### config.mk
export PLATFORM = sky130hd
export DESIGN_NAME = controle_redimensionamento
export DESIGN_NICKNAME = d
export VERILOG_FILES = /design/src/rtl/controle_redimensionamento.sv
export SDC_FILE = /design/constraint.sdc
export NUM_CORES = 1
export LEC_CHECK = 0
export ABC_AREA = 1
export BUFFER_PORTS_ARGS = -buffer_cell sky130_fd_sc_hd__buf_4
export CAP_MARGIN = 0
export CORE_ASPECT_RATIO = 0.8
export CORE_UTILIZATION = 44
export DETAILED_ROUTE_END_ITERATION = 8
export PLACE_DENSITY = 0.78
export SYNTH_ARGS = -nofsm -noshare
export SYNTH_HDL_FRONTEND = slang
export SYNTH_SLANG_ARGS = --single-unit
### constraint.sdc
create_clock -name clk -period 1.7 [get_ports clk]
set_input_delay 0.425 -clock clk [delete_from_list [all_inputs] [get_ports clk]]
set_output_delay 0.425 -clock clk [all_outputs]
set_load 0.005 [all_outputs]
### src/rtl/controle_redimensionamento.sv
// Sequencer for the image-scaling engines: blanks the framebuffer, releases one
// engine, forwards its memory ports to the shared ROM/RAM and watches for done.
module controle_redimensionamento #(
    parameter int N_ENG    = 4,
    parameter int RAM_SIZE = 307200,
    parameter int TIMEOUT  = 1048575
) (
    input  logic                 clk,
    input  logic                 reset,
    input  logic                 start,
    input  logic [1:0]           op_sel,
    input  logic                 zoom_in,
    input  logic [N_ENG-1:0]     eng_done,
    input  logic [N_ENG*15-1:0]  eng_rom_addr,
    input  logic [N_ENG-1:0]     eng_ram_wren,
    input  logic [N_ENG*19-1:0]  eng_ram_addr,
    input  logic [N_ENG*8-1:0]   eng_ram_data,
    output logic [N_ENG-1:0]     eng_reset,
    output logic                 zoom_out,
    output logic [14:0]          rom_addr_out,
    output logic                 ram_wren_out,
    output logic [18:0]          ram_addr_out,
    output logic [7:0]           ram_data_out,
    output logic                 busy,
    output logic                 done,
    output logic                 error,
    output logic [1:0]           active_op
);
    typedef enum logic [2:0] {
        IDLE, CLEAR, LAUNCH, RUN, DONE_ST, ERROR_ST
    } state_t;

    localparam logic [18:0]      CNT_LAST = 19'(RAM_SIZE - 1);
    localparam logic [19:0]      WD_LAST  = 20'(TIMEOUT - 1);
    localparam logic [N_ENG-1:0] ONE      = N_ENG'(1);

    state_t      state;
    logic [18:0] cnt;
    logic [19:0] wd;
    logic        op_ok;

    logic [N_ENG-1:0][14:0] rom_a;
    logic [N_ENG-1:0][18:0] ram_a;
    logic [N_ENG-1:0][7:0]  ram_d;

    for (genvar i = 0; i < N_ENG; i++) begin : g_unpack
        assign rom_a[i] = eng_rom_addr[i*15 +: 15];
        assign ram_a[i] = eng_ram_addr[i*19 +: 19];
        assign ram_d[i] = eng_ram_data[i*8 +: 8];
    end

    assign op_ok = (int'(op_sel) < N_ENG);

    always_ff @(posedge clk) begin
        if (reset) begin
            state        <= IDLE;
            cnt          <= '0;
            wd           <= '0;
            eng_reset    <= '1;
            zoom_out     <= 1'b0;
            rom_addr_out <= '0;
            ram_wren_out <= 1'b0;
            ram_addr_out <= '0;
            ram_data_out <= '0;
            busy         <= 1'b0;
            done         <= 1'b0;
            error        <= 1'b0;
            active_op    <= '0;
        end else begin
            case (state)
                IDLE, DONE_ST, ERROR_ST: begin
                    ram_wren_out <= 1'b0;
                    if (start) begin
                        done <= 1'b0;
                        if (op_ok) begin
                            state     <= CLEAR;
                            cnt       <= '0;
                            active_op <= op_sel;
                            zoom_out  <= zoom_in;
                            busy      <= 1'b1;
                            error     <= 1'b0;
                        end else begin
                            state <= ERROR_ST;
                            error <= 1'b1;
                        end
                    end
                end
                CLEAR: begin
                    ram_wren_out <= 1'b1;
                    ram_addr_out <= cnt;
                    ram_data_out <= 8'h00;
                    // counter parks on the last address instead of wrapping
                    if (cnt == CNT_LAST) state <= LAUNCH;
                    else                 cnt   <= cnt + 19'd1;
                end
                LAUNCH: begin
                    ram_wren_out <= 1'b0;
                    eng_reset    <= ~(ONE << active_op);
                    wd           <= '0;
                    state        <= RUN;
                end
                RUN: begin
                    // forward even on the done cycle so the engine's last write lands
                    rom_addr_out <= rom_a[active_op];
                    ram_wren_out <= eng_ram_wren[active_op];
                    ram_addr_out <= ram_a[active_op];
                    ram_data_out <= ram_d[active_op];
                    wd           <= wd + 20'd1;
                    if (eng_done[active_op]) begin
                        state     <= DONE_ST;
                        done      <= 1'b1;
                        busy      <= 1'b0;
                        eng_reset <= '1;
                    end else if (wd == WD_LAST) begin
                        state     <= ERROR_ST;
                        error     <= 1'b1;
                        busy      <= 1'b0;
                        eng_reset <= '1;
                    end
                end
                default: state <= IDLE;
            endcase
        end
    end
endmodule

==> metrics.txt <==
post-detailed-route via-to-cell ratio=5.44; number of antenna diodes=0; all-layer global routing usage=29.9%; number of cells produced by synthesis=846; first-pass GRT wire length=30.1 mm; hpwl dp=14.2 mm; Crit Path Category=flip-flop to flip-flop; number of standard-cell rows in the floorplan=35; CTS tree=done; Power Dens Cells=1100 nW/µm²; buffer cell driving the clock tree root=sky130_fd_sc_hd__clkbuf_16; Mean Syn Cell Area=6.42 µm²; Worst-path clk slew=0.07 ns; sequential area share after synthesis=35.0%; Die Outline Area=12800 µm²; Starting Density=46.1%; hold buffer count at cts=0; crit path setup slack, layout=0.0257 ns; worst-skew pair later-pin latency=0.35 ns; htree depth=3; number of design rule violations left after detail routing=0; number of buffers added by the clock tree synthesis step=9; actual slew at the worst max-slew pin=0.376 ns; via count=6715; kind of start point of the critical path=flip-flop; input/output buffers=234; Placed Instances=1217; total leakage power=3.47 nW; number of global-route vias before repair=6112; Max-slew headroom=75.0%; most frequent cells after synthesis=309 x sky130_fd_sc_hd__nand2_1, 95 x sky130_fd_sc_hd__dfxtp_1, 74 x sky130_fd_sc_hd__a21oi_1; FF-to-FF setup slack=0.03 ns; floorplan core area=11800 µm²; antenna violations before repair=0; number of library cell types mapped by synthesis=33; outcome=completed; area of the mapped netlist=5430 µm²; GRT overflow=0; number of maximum-capacitance constraint violations=0; final core occ=67.9%; non-filler instance count after layout=1235; post-layout minimum cycle time=1.67 ns; first drt pass iteration count=7; height of the die=101 µm; share of post-route cells with drive strength above 1=30.9%; number of cells on the worst reg-to-reg path=9; Data required, critical path=1.97 ns; leading register cell type out of synthesis=sky130_fd_sc_hd__dfxtp_1; CP Data Arrival Time=1.95 ns; HP Class=primary input to flip-flop; worst ir drop on vdd=0.850 mV; flops & latches, synth=95; final WL=19.1 mm; layout overhead on the synthesized area=47.3%; Setup WS pre-CTS=0.0646 ns; remaining antenna violation count after routing=0; Clock Skews=0.00908 ns; number of clock sinks=95; largest area contributor in the netlist=sky130_fd_sc_hd__dfxtp_1; endpoint class of the critical path=flip-flop; main area contributors after synthesis=sky130_fd_sc_hd__dfxtp_1 35%, sky130_fd_sc_hd__nand2_1 21%, sky130_fd_sc_hd__a21oi_1 6.8%; total count of max-transition violations in the final report=0; count of boundary I/O pins=235; Yosys top cell area share=35.0%; cell with the most instances after synthesis=sky130_fd_sc_hd__nand2_1; WL per Instance=15.5 µm; total number of nets in the final design=1267; count of warnings emitted by yosys=0; Hold Path Cell Cnt=3; count of flip-flops with a built-in enable after synthesis=0; async set-reset flop share out of synthesis=0%; clock buffer depth=2; Period Utilization, post-route=98.5%; total count of hold-check failures in the final report=0; placer's final routability congestion estimate=0.949; Highest Clock Rate=0.597 GHz; largest fanout on the critical path=6; largest net degree at the start of global routing=54; DR iter-0 viols=533; net count after synthesis=1031; total setup violations reported at the end of the flow=0; die span in x=126 µm
[critical path, cell delays in order, from the launching register on]
cell and delay, ns:
sky130_fd_sc_hd__dfxtp_1 0.48, sky130_fd_sc_hd__nand2_2 0.13, sky130_fd_sc_hd__nor2_4 0.15, sky130_fd_sc_hd__nand2_2 0.09
sky130_fd_sc_hd__nor2_4 0.13, sky130_fd_sc_hd__nand2_4 0.08, sky130_fd_sc_hd__nand2_8 0.15, sky130_fd_sc_hd__clkbuf_16 0.16
sky130_fd_sc_hd__nand3_1 0.06, sky130_fd_sc_hd__a21oi_1 0.16
[final cells by class]
type	instances	area [µm²]
Tap cell	148	185
Multi-Input combinational cell	653	3230
Clock inverter	5	80.1
Clock buffer	11	253
Sequential cell	95	1910
Inverter	53	199
Timing Repair Buffer	270	2140
Fill cell	1071	3780
[flip-flops by register name, indices dropped and copies added, names as in the netlist, 2 cells and up]
signal        count
wd               20
cnt              19
ram_addr_out     19
rom_addr_out     15
ram_data_out      8
eng_reset         4
state             3
active_op         2
[what timing repair did]
action,in CTS,in global routing
endpoints found under the hold margin,0,0
resized for setup,0,27
endpoints found under the setup margin,0,29
setup buffers,0,0
[power breakdown]
part	leakage (nW)	total [mW]	internal (mW)	switching (mW)
combinational	2.54	3.76	1.64	2.12
clock	0.158	2.23	1.37	0.860
sequential	0.773	2.80	2.55	0.245
total	3.47	8.79	5.56	3.23
[cell families (layout without fill, tap and decap cells)]
| logic type | count (synthesis) | after routing | synth area share [%] |
|---|---|---|---|
| AO/OA/AOI/OAI | 156 | 156 | 17.4 |
| adder cells (fa/ha/maj) | 3 | 3 | 0.692 |
| flip-flops | 95 | 95 | 35.0 |
| AND/OR/NAND/NOR | 489 | 490 | 38.8 |
| XOR/XNOR | 4 | 4 | 0.646 |
| buffers and inverters | 99 | 339 | 7.42 |
[metrics by stage]
step                setup TNS (ns)  instance area, µm²  total power [mW]  hold WS, ns
global route                -0.403                8000              9.30        0.359
floorplan                        0                5430              4.75        0.439
detailed placement               0                7530              6.33        0.456
finish                           0                8000              8.79        0.353
CTS                              0                7860              8.55        0.350
global placement                 0                7530              6.30        0.452
[per-layer routing]
layer / part of all wire [%] / track usage [%] / vias to the layer above / routed length (µm)
met5: 0 / 0 / - / 0
met4: 1.8 / 8.06 / 0 / 348
met3: 9.2 / 7.40 / 31 / 1750
met2: 46 / 50.4 / 309 / 8850
met1: 43 / 38.3 / 3059 / 8170
li1: - / - / 3316 / -
[placed cells by master, fill, tap and decap left out, types with 2 or more instances in the layout]
cell type | netlist | layout
sky130_fd_sc_hd__dfxtp_2 | 0 | 3
sky130_fd_sc_hd__a31oi_1 | 8 | 8
sky130_fd_sc_hd__dfxtp_4 | 0 | 2
sky130_fd_sc_hd__nor2_1 | 58 | 54
sky130_fd_sc_hd__clkbuf_16 | 0 | 10
sky130_fd_sc_hd__a21oi_2 | 0 | 3
sky130_fd_sc_hd__dfxtp_1 | 95 | 90
sky130_fd_sc_hd__nor2_4 | 6 | 9
sky130_fd_sc_hd__nand3_1 | 60 | 60
sky130_fd_sc_hd__nand4_1 | 32 | 32
sky130_fd_sc_hd__o21ai_1 | 2 | 3
sky130_fd_sc_hd__o21ai_0 | 21 | 20
sky130_fd_sc_hd__a221oi_1 | 10 | 10
sky130_fd_sc_hd__bufinv_16 | 0 | 2
sky130_fd_sc_hd__clkinvlp_4 | 0 | 2
sky130_fd_sc_hd__nand2_4 | 2 | 2
sky130_fd_sc_hd__nand2_2 | 10 | 9
sky130_fd_sc_hd__xor2_1 | 3 | 3
sky130_fd_sc_hd__a22oi_1 | 28 | 28
sky130_fd_sc_hd__nand2_1 | 309 | 308
sky130_fd_sc_hd__inv_2 | 10 | 10
sky130_fd_sc_hd__nand2_8 | 0 | 3
sky130_fd_sc_hd__a21oi_1 | 74 | 71
sky130_fd_sc_hd__nor2_2 | 4 | 5
sky130_fd_sc_hd__nand3b_1 | 2 | 2
sky130_fd_sc_hd__ha_1 | 3 | 2
sky130_fd_sc_hd__o221ai_1 | 10 | 10
sky130_fd_sc_hd__buf_12 | 0 | 7
sky130_fd_sc_hd__buf_4 | 2 | 261
sky130_fd_sc_hd__clkbuf_8 | 0 | 2
sky130_fd_sc_hd__or2_2 | 2 | 2
sky130_fd_sc_hd__nor3_1 | 3 | 2
sky130_fd_sc_hd__inv_1 | 43 | 43
[final timing paths]
check / endpoint / from
setup reg to reg: cnt[17] / cnt[4]
hold / removal: rom_addr_out[10] / eng_rom_addr[40]
setup / recovery: cnt[17] / cnt[4]
hold reg to reg: wd[18] / wd[18]
Power figures use the tool's default switching activity.
